File: src/rtl/bist_pkg.sv
// Shared types and constants for the BIST pattern-source selector.
package bist_pkg;

    typedef enum logic [1:0] {
        IDLE   = 2'd0,
        MANUAL = 2'd1,
        SWEEP  = 2'd2
    } state_t;

    localparam logic MODE_MANUAL = 1'b0;
    localparam logic MODE_SWEEP  = 1'b1;

endpackage

File: src/rtl/bist_sel_mux.sv
// Combinational NUM_SRC:1 pattern selector; an out-of-range select yields all zeros.
module bist_sel_mux
    import bist_pkg::*;
#(
    parameter int WIDTH   = 6,
    parameter int NUM_SRC = 4,
    parameter int SEL_W   = 2
) (
    input  logic [NUM_SRC*WIDTH-1:0] src_data,
    input  logic [SEL_W-1:0]         sel,
    output logic [WIDTH-1:0]         data
);

    logic [WIDTH-1:0] src_arr [NUM_SRC];

    genvar gi;
    generate
        for (gi = 0; gi < NUM_SRC; gi++) begin : g_unpack
            assign src_arr[gi] = src_data[gi*WIDTH +: WIDTH];
        end
    endgenerate

    // Compare against each legal index so an unused select code can never index past the array.
    always_comb begin
        data = '0;
        for (int k = 0; k < NUM_SRC; k++) begin
            if (sel == SEL_W'(k)) begin
                data = src_arr[k];
            end
        end
    end

endmodule

File: src/rtl/bist_pattern_sel.sv
// Registered N:1 BIST pattern-source selector with MANUAL and SWEEP modes and a
// valid/ready output stream.
module bist_pattern_sel
    import bist_pkg::*;
#(
    parameter int WIDTH   = 6,
    parameter int NUM_SRC = 4,
    parameter int SEL_W   = 2,
    parameter int DWELL_W = 8
) (
    input  logic                     clk,
    input  logic                     rst,
    input  logic [NUM_SRC*WIDTH-1:0] src_data,
    input  logic                     mode,
    input  logic [SEL_W-1:0]         sel,
    input  logic [DWELL_W-1:0]       dwell,
    input  logic                     start,
    input  logic                     abort,
    output logic [WIDTH-1:0]         out_data,
    output logic                     out_valid,
    input  logic                     out_ready,
    output logic [SEL_W-1:0]         cur_src,
    output logic                     busy,
    output logic                     sweep_done
);

    state_t               state_q, state_d;
    logic [SEL_W-1:0]     idx_q, idx_d;
    logic [DWELL_W-1:0]   cnt_q, cnt_d;
    logic [DWELL_W-1:0]   dwell_last_q;
    logic [WIDTH-1:0]     out_data_q;
    logic                 out_valid_q;
    logic [SEL_W-1:0]     cur_src_q;
    logic                 busy_q;
    logic                 sweep_done_q;

    logic                 beat;
    logic                 busy_d;
    logic                 ld;
    logic [SEL_W-1:0]     mux_sel;
    logic [WIDTH-1:0]     mux_data;

    assign beat = out_valid_q & out_ready;

    always_comb begin
        state_d = state_q;
        idx_d   = idx_q;
        cnt_d   = cnt_q;
        case (state_q)
            IDLE: begin
                if (start) begin
                    state_d = (mode == MODE_SWEEP) ? SWEEP : MANUAL;
                    idx_d   = '0;
                    cnt_d   = '0;
                end
            end
            MANUAL: begin
                if (abort) begin
                    state_d = IDLE;
                end
            end
            SWEEP: begin
                if (abort) begin
                    state_d = IDLE;
                    idx_d   = '0;
                    cnt_d   = '0;
                end else if (beat) begin
                    if (cnt_q == dwell_last_q) begin
                        cnt_d = '0;
                        if (idx_q == SEL_W'(NUM_SRC - 1)) begin
                            state_d = IDLE;
                            idx_d   = '0;
                        end else begin
                            idx_d = idx_q + SEL_W'(1);
                        end
                    end else begin
                        cnt_d = cnt_q + DWELL_W'(1);
                    end
                end
            end
            default: state_d = IDLE;
        endcase
    end

    assign busy_d  = (state_d != IDLE);
    assign ld      = busy_d & (~out_valid_q | out_ready);
    // Load from the post-advance index so the register always shows the beat being offered next.
    assign mux_sel = (state_d == SWEEP) ? idx_d : sel;

    bist_sel_mux #(
        .WIDTH   (WIDTH),
        .NUM_SRC (NUM_SRC),
        .SEL_W   (SEL_W)
    ) u_mux (
        .src_data (src_data),
        .sel      (mux_sel),
        .data     (mux_data)
    );

    always_ff @(posedge clk) begin
        if (rst) begin
            state_q      <= IDLE;
            idx_q        <= '0;
            cnt_q        <= '0;
            dwell_last_q <= '0;
            out_data_q   <= '0;
            out_valid_q  <= 1'b0;
            cur_src_q    <= '0;
            busy_q       <= 1'b0;
            sweep_done_q <= 1'b0;
        end else begin
            state_q     <= state_d;
            idx_q       <= idx_d;
            cnt_q       <= cnt_d;
            out_valid_q <= busy_d;
            busy_q      <= busy_d;
            if (state_q == IDLE && start) begin
                dwell_last_q <= (dwell == '0) ? '0 : dwell - DWELL_W'(1);
            end
            if (ld) begin
                out_data_q <= mux_data;
                cur_src_q  <= mux_sel;
            end
            sweep_done_q <= (state_q == SWEEP) && (state_d == IDLE) && !abort;
        end
    end

    assign out_data   = out_data_q;
    assign out_valid  = out_valid_q;
    assign cur_src    = cur_src_q;
    assign busy       = busy_q;
    assign sweep_done = sweep_done_q;

endmodule
File: config.mk
export PLATFORM = sky130hd
export DESIGN_NAME = bist_pattern_sel
export DESIGN_NICKNAME = d
export VERILOG_FILES = /design/src/rtl/bist_pkg.sv /design/src/rtl/bist_sel_mux.sv /design/src/rtl/bist_pattern_sel.sv
export SDC_FILE = /design/constraint.sdc
export NUM_CORES = 1
export LEC_CHECK = 0
export ABC_AREA = 1
export CORE_ASPECT_RATIO = 0.5
export CORE_MARGIN = 5
export CORE_UTILIZATION = 53
export CTS_BUF_LIST = sky130_fd_sc_hd__clkbuf_2
export DETAILED_ROUTE_END_ITERATION = 8
export GPL_TIMING_DRIVEN = 0
export PLACE_DENSITY = 0.94
export SLEW_MARGIN = 25
export SYNTH_ARGS = -nofsm -noshare
export SYNTH_HDL_FRONTEND = slang
export SYNTH_SLANG_ARGS = --single-unit
export TNS_END_PERCENT = 5
File: constraint.sdc
create_clock -name clk -period 5.03 [get_ports clk]
set_input_delay 1.2575 -clock clk [delete_from_list [all_inputs] [get_ports clk]]
set_output_delay 1.2575 -clock clk [all_outputs]
set_load 0.02 [all_outputs]
==> results of run 1 <==
## per-layer routing
metal | up-vias | global-route usage
li1 | 942 | -
met1 | 789 | 0.197
met2 | 61 | 0.361
met5 | - | 0
met4 | 0 | 0.0683
met3 | 7 | 0.0881
## through the flow
step | cells | setup WS [ns] | total power [W]
6_report | 357 | 2.08 | 0.000577
5_1_grt | 357 | 1.86 | 0.000615
4_1_cts | 357 | 2.10 | 0.000580
3_5_place_dp | 349 | 1.72 | 0.000461
3_3_place_gp | 349 | 1.78 | 0.000455
2_1_floorplan | 259 | 2.40 | 0.000380
## placed cells by master (no fill, tap or decap), types with 2 or more instances in the layout
master / Yosys / routed
a21o_1: 2 / 2
a21oi_1: 19 / 19
a2bb2oi_1: 2 / 2
a31oi_1: 2 / 2
buf_4: 2 / 2
clkbuf_2: 0 / 6
clkdlybuf4s50_1: 0 / 50
dfxtp_1: 30 / 30
ha_1: 3 / 3
inv_1: 28 / 28
inv_2: 5 / 5
nand2_1: 71 / 71
nand2_2: 5 / 5
nand2_4: 2 / 2
nand3_1: 9 / 9
nand4_1: 7 / 7
nor2_1: 26 / 26
nor2_2: 2 / 2
nor3_1: 4 / 4
nor3b_1: 3 / 3
o21ai_0: 11 / 11
or2_0: 2 / 2
xnor2_1: 6 / 6
xor2_1: 5 / 5
## report_power, final
group | internal, W | total [W] | switching, W
clock network | 0.0000341 | 0.000119 | 0.0000846
logic | 0.0000877 | 0.000191 | 0.000104
registers | 0.000255 | 0.000267 | 0.0000112
## how the worst min path moves through the flow
stage,slack (ns),to,from
2_1_floorplan,0.45,dwell_last_q[2],dwell_last_q[2]
3_3_place_gp,0.45,out_data[2],out_data[2]
3_5_place_dp,0.46,out_data[2],out_data[2]
4_1_cts,0.48,out_data[2],out_data[2]
5_1_grt,0.52,dwell_last_q[0],dwell_last_q[0]
6_report,0.49,out_data[2],out_data[2]
## registers in the layout, indices dropped and copies added, names as in the netlist
signal / cells
cnt_q: 8
sweep_done: 1
state_q: 2
out_data: 6
idx_q: 2
cur_src: 2
dwell_last_q: 8
busy: 1
## layout make-up
class | instances | area, sq um | area share
Buffer | 4 | 23.8 | 0.0101
Clock buffer | 6 | 30.0 | 0.0128
Clock inverter | 2 | 8.76 | 0.00374
Inverter | 34 | 130 | 0.0556
Multi-Input combinational cell | 191 | 998 | 0.426
Sequential cell | 30 | 601 | 0.256
Tap cell | 40 | 50.0 | 0.0214
Timing Repair Buffer | 50 | 500 | 0.214
## critical path: cells and delay by family
family,cells,cell delay (ns)
simple gates,10,1.00
buf+inv,1,0.49
compound gates,2,0.48
## logic make-up after synthesis
family / after synthesis
simple gates: 137
compound gates: 40
buf+inv: 38
flops: 30
xor+xnor: 11
fa+ha+maj: 3
==> impl_metrics.yaml, run 1 <==
worst_setup_path:
  path_max_fanout: 5
  startpoint: "out_ready"
  critPathMostFrequentCell: "nand2_1"
  max_stage_delay_ns: 0.49
  reg2reg_slack_ns: 2.95
  slowest_stage: "clkdlybuf4s50_1"
  critical_path.cell_chain: "clkdlybuf4s50_1 -> nand2_1 -> a31oi_1 -> nand2_1 -> nand2_1 -> nand2_1 -> nand2_1 -> nand2_4 -> nor2_2 -> nand2_1 -> nand3_1 -> nor2_1 -> a21oi_1"
  cp_data_arrival_time_ns: 3.25
  r2r_cells: 13
  r2r-end: "out_data[5]"
  startpoint_type: "primary input"
  worstReg2RegStart: "cnt_q[3]"
  crit_path_end: "out_data[0]"
  critPathKind: "primary input to flop"
  timing.critical_path.to_type: "flop"
  required_ns: 5.33
grt:
  grt_pass1_vias: 1709
  grt_pass1_wl_microns: 7250
  antenna_found_initial: 0
  grt-ovfl-total: 0
  grt_max_degree: 11
  track_usage: 0.195
run_status:
  status: "complete, no violations"
yosys:
  synthAdderAreaFrac: 0.0214
  synth_xor_area_frac: 0.0550
  syn_area_sq_um: 1750
  ys_warn_count: 0
  synth_mux_area_frac: 0
  synthFlopType: "dfxtp_1"
  yosysMostFrequentCell: "nand2_1"
  synth_edf_count: 0
  yosysTopAreaCellShare: 0.343
  synth_nets: 302
  netlist_instances: 259
  syn_area_per_cell_sq_um: 6.77
  synth-seq-cells: 30
  yosysSeqAreaShare: 0.343
  synth_area_leader_cell: "dfxtp_1"
  postSynth.asyncResetShare: 0
  synth_cell_types: 35
  synth-compound-area-share: 0.126
  yosys.area_share.simple: 0.367
  synthTopCellsByCount: "71 x nand2_1, 30 x dfxtp_1, 28 x inv_1, 26 x nor2_1, 19 x a21oi_1"
  synth_top_family_by_area: "simple AND/OR/NAND/NOR gates"
  synth.area.top_cells: "dfxtp_1 34%, nand2_1 15%, inv_1 6.0%"
placed_design:
  numPortBuffers: 50
  place_area_sq_um: 2300
  dp_hpwl_microns: 3480
  gpl.final_weighted_congestion: 0.852
timing:
  period_minus_slack_ns: 2.95
  period_share: 0.586
  fin_setup_tns_ns: 0
  setup_violations: 0
  rsz0062_at_grt: "no"
  timing.fmax_mhz: 339
  relSlewSlack: 0.685
  maxSlewViolCount: 0
  whs_ns: 0.486
  hold_viol_final: 0
  clock_skew_ns: 0.0194
  tightest_slew_ns: 0.471
layout:
  n_fill_cell: 210
  utilization: 0.760
  nets: 359
  area_growth_pct: 33.6
  design_area_sq_um: 2340
  layout-drive-gt1-share: 0.0946
  diodes: 0
floorplan:
  rows: 14
  die_h_microns: 50.7
  start_util: 0.569
  die_w_microns: 91.3
  die-area_sq_um: 4630
  core_area_sq_um: 3080
  io_pins: 51
power_and_ir_drop:
  power.leakage_nw: 1.06
  p_per_area_nw_per_um2: 246
  ir_worst_vdd_uv: 152
cts:
  clk_path_buf_depth: 2
  hold_buffers: 0
  post_cts_resize_count: 0
  h-tree-depth: 2
  clk_pin_slew_ns: 0.17
  insertion_delay_ns: 0.37
  cts_root_buf: "clkbuf_2"
  clock-sinks: 30
  cts_buffers: 5
  cts_tree: "built"
  post_cts_buffers: 0
route:
  vias: 1799
  firstDrtPassIters: 4
  dr_wl_met2_microns: 2110
  vias_per_cell: 5.04
  drc_errors: 0
  wl_met1_microns: 1780
  route.met3.wl_microns: 427
  top_layer_used: "met4"
  routed_wl_microns: 4380
  ant_nets: 0
  wl_per_cell_microns: 12.3
  drtIter0Drc: 73
min_path:
  hold_path_class: "flop to flop"
  worst_hold_path.num_cells: 2
flow_run:
  timing.max_cap.violations: 0
(Power assumes the default switching activity.)
==> inputs of run 2 (changes only) <==
--- a/config.mk
+++ b/config.mk
@@ -8,11 +8,11 @@
 export ABC_AREA = 1
 export CORE_ASPECT_RATIO = 0.5
 export CORE_MARGIN = 5
-export CORE_UTILIZATION = 53
+export CORE_UTILIZATION = 44
 export CTS_BUF_LIST = sky130_fd_sc_hd__clkbuf_2
 export DETAILED_ROUTE_END_ITERATION = 8
 export GPL_TIMING_DRIVEN = 0
-export PLACE_DENSITY = 0.94
+export PLACE_DENSITY = 0.84
 export SLEW_MARGIN = 25
 export SYNTH_ARGS = -nofsm -noshare
 export SYNTH_HDL_FRONTEND = slang
==> constraint.sdc (replaced) <==
create_clock -name clk -period 2.6 [get_ports clk]
set_input_delay 0.65 -clock clk [delete_from_list [all_inputs] [get_ports clk]]
set_output_delay 0.65 -clock clk [all_outputs]
set_load 0.02 [all_outputs]
==> run 2 against run 1 <==
Effect of this change:
- wire length down 1.9%
- via count about the same
- count of clock-buffer cells in the layout up 1
- largest power group unchanged
- clock skew down 0.0024 ns
- utilization down 15 points
- cell count up 3.6%
- die area up 17%
- global-route usage down 2.4 points
- power up 91%
==> impl_metrics.yaml, run 2 (synthesis gave the netlist of run 1 again) <==
worst_setup_path:
  critPathKind: "primary input to flop"
  worstReg2RegStart: "cnt_q[3]"
  required_ns: 2.87
  startpoint: "out_ready"
  startpoint_type: "primary input"
  timing.critical_path.to_type: "flop"
  path_max_fanout: 6
  cp_data_arrival_time_ns: 2.62
floorplan:
  start_util: 0.454
  io_pins: 51
  die-area_sq_um: 5420
  die_w_microns: 99.3
  core_area_sq_um: 3860
  die_h_microns: 54.6
  rows: 16
placed_design:
  dp.cells: 363
  gpl.final_weighted_congestion: 0.794
  dp_hpwl_microns: 3560
  numPortBuffers: 50
  place_ws_ns: -0.120
route:
  drc_errors: 0
  drtIter0Drc: 49
  vias_per_cell: 4.86
  ant_nets: 0
  routed_wl_microns: 4290
  wl_per_cell_microns: 11.6
  firstDrtPassIters: 4
  vias: 1798
grt:
  track_usage: 0.171
  grt_pass1_wl_microns: 7400
  grt_pass1_vias: 1789
  grt-ovfl-total: 0
  antenna_found_initial: 0
  grt_max_degree: 11
layout:
  layout_common_cells: "71 x nand2_1, 50 x clkdlybuf4s50_1, 30 x dfxtp_1"
  layout-drive-gt1-share: 0.0949
  n_fill_cell: 364
  stdcell_count: 370
  final_common_cell: "nand2_1"
  area_growth_pct: 34.4
  diodes: 0
  nets: 359
cts:
  insertion_delay_ns: 0.34
  h-tree-depth: 2
  cts_buffers: 5
  hold_buffers: 0
  clk_pin_slew_ns: 0.15
  clock-sinks: 30
  cts_root_buf: "clkbuf_2"
  clk_path_buf_depth: 2
  cts_tree: "built"
  post_cts_buffers: 0
  post_cts_resize_count: 0
min_path:
  hold_path_class: "flop to flop"
  worstHoldStart: "out_data[2]"
power_and_ir_drop:
  ir_worst_vdd_uv: 254
  p_per_area_nw_per_um2: 468
  power.leakage_nw: 1.05
flow_run:
  timing.max_cap.violations: 0
timing:
  period_minus_slack_ns: 2.36
  setup_violations: 0
  hold_viol_final: 0
  tightest_slew_ns: 0.512
  relSlewSlack: 0.657
  clock_skew_ns: 0.0170
  rsz0062_at_grt: "no"
  timing.fmax_mhz: 425
  maxSlewViolCount: 0
  period_share: 0.906
  fin_ws_ns: 0.245
run_status:
  status: "complete, no violations"
-- run 2: path summary, 6_finish.rpt --
kind	endpoint	slack, ns	cells past startpoint
worst max register to register	out_data[1]	0.59	11
worst min register to register	out_data[2]	0.48	2
worst max-delay path	cnt_q[7]	0.24	10
worst min-delay path	out_data[2]	0.48	2
-- run 2: worst max-delay path, stage by stage --
cell and delay [ns]:
clkdlybuf4s50_1 0.49, nand2_1 0.10, a31oi_1 0.39, inv_2 0.13, nor3_2 0.20, nand3_1 0.12, nor2_1 0.16, nand2_1 0.08
or2_0 0.20, a21oi_1 0.12
-- run 2: cell type report --
type,count,area (sq um),area share
Sequential cell,30,601,0.255
Clock buffer,7,35.0,0.0149
Multi-Input combinational cell,191,998,0.424
Buffer,4,23.8,0.0101
Timing Repair Buffer,50,500,0.212
Inverter,34,130,0.0552
Tap cell,54,67.6,0.0287
-- run 2: metal layers --
| metal | vias to the layer above | global-route usage | wire length [microns] |
|---|---|---|---|
| met1 | 795 | 0.189 | 1840 |
| met2 | 57 | 0.313 | 1970 |
| met3 | 6 | 0.0763 | 443 |
| met5 | - | 0 | 0 |
| li1 | 940 | - | - |
| met4 | 0 | 0.0340 | 40 |
-- run 2: power by group --
| group | switching (W) | internal (W) | total [W] | leakage, nW |
|---|---|---|---|---|
| logic | 0.000198 | 0.000170 | 0.000368 | 0.779 |
| registers | 0.0000219 | 0.000494 | 0.000516 | 0.245 |
| clock network | 0.000148 | 0.0000703 | 0.000218 | 0.0291 |
-- run 2: metrics by stage --
stage | TNS (ns) | hold slack [ns] | util | total power, W | area (sq um)
final | 0 | 0.484 | 0.610 | 0.00110 | 2360
after global placement | -0.237 | 0.460 | 0.601 | 0.000883 | 2320
after detailed placement | -0.784 | 0.471 | 0.601 | 0.000894 | 2320
after floorplan | 0 | 0.452 | - | 0.000736 | 1750
after global routing | 0 | 0.508 | 0.610 | 0.00118 | 2360
after CTS | 0 | 0.489 | 0.610 | 0.00111 | 2360
==> inputs of run 3 (changes only) <==
--- a/config.mk
+++ b/config.mk
@@ -6,6 +6,7 @@
 export NUM_CORES = 1
 export LEC_CHECK = 0
 export ABC_AREA = 1
+export CAP_MARGIN = 25
 export CORE_ASPECT_RATIO = 0.5
 export CORE_MARGIN = 5
 export CORE_UTILIZATION = 44
==> results of run 3 <==
No change in the layout: final DEF, timing and power equal those of run 2.
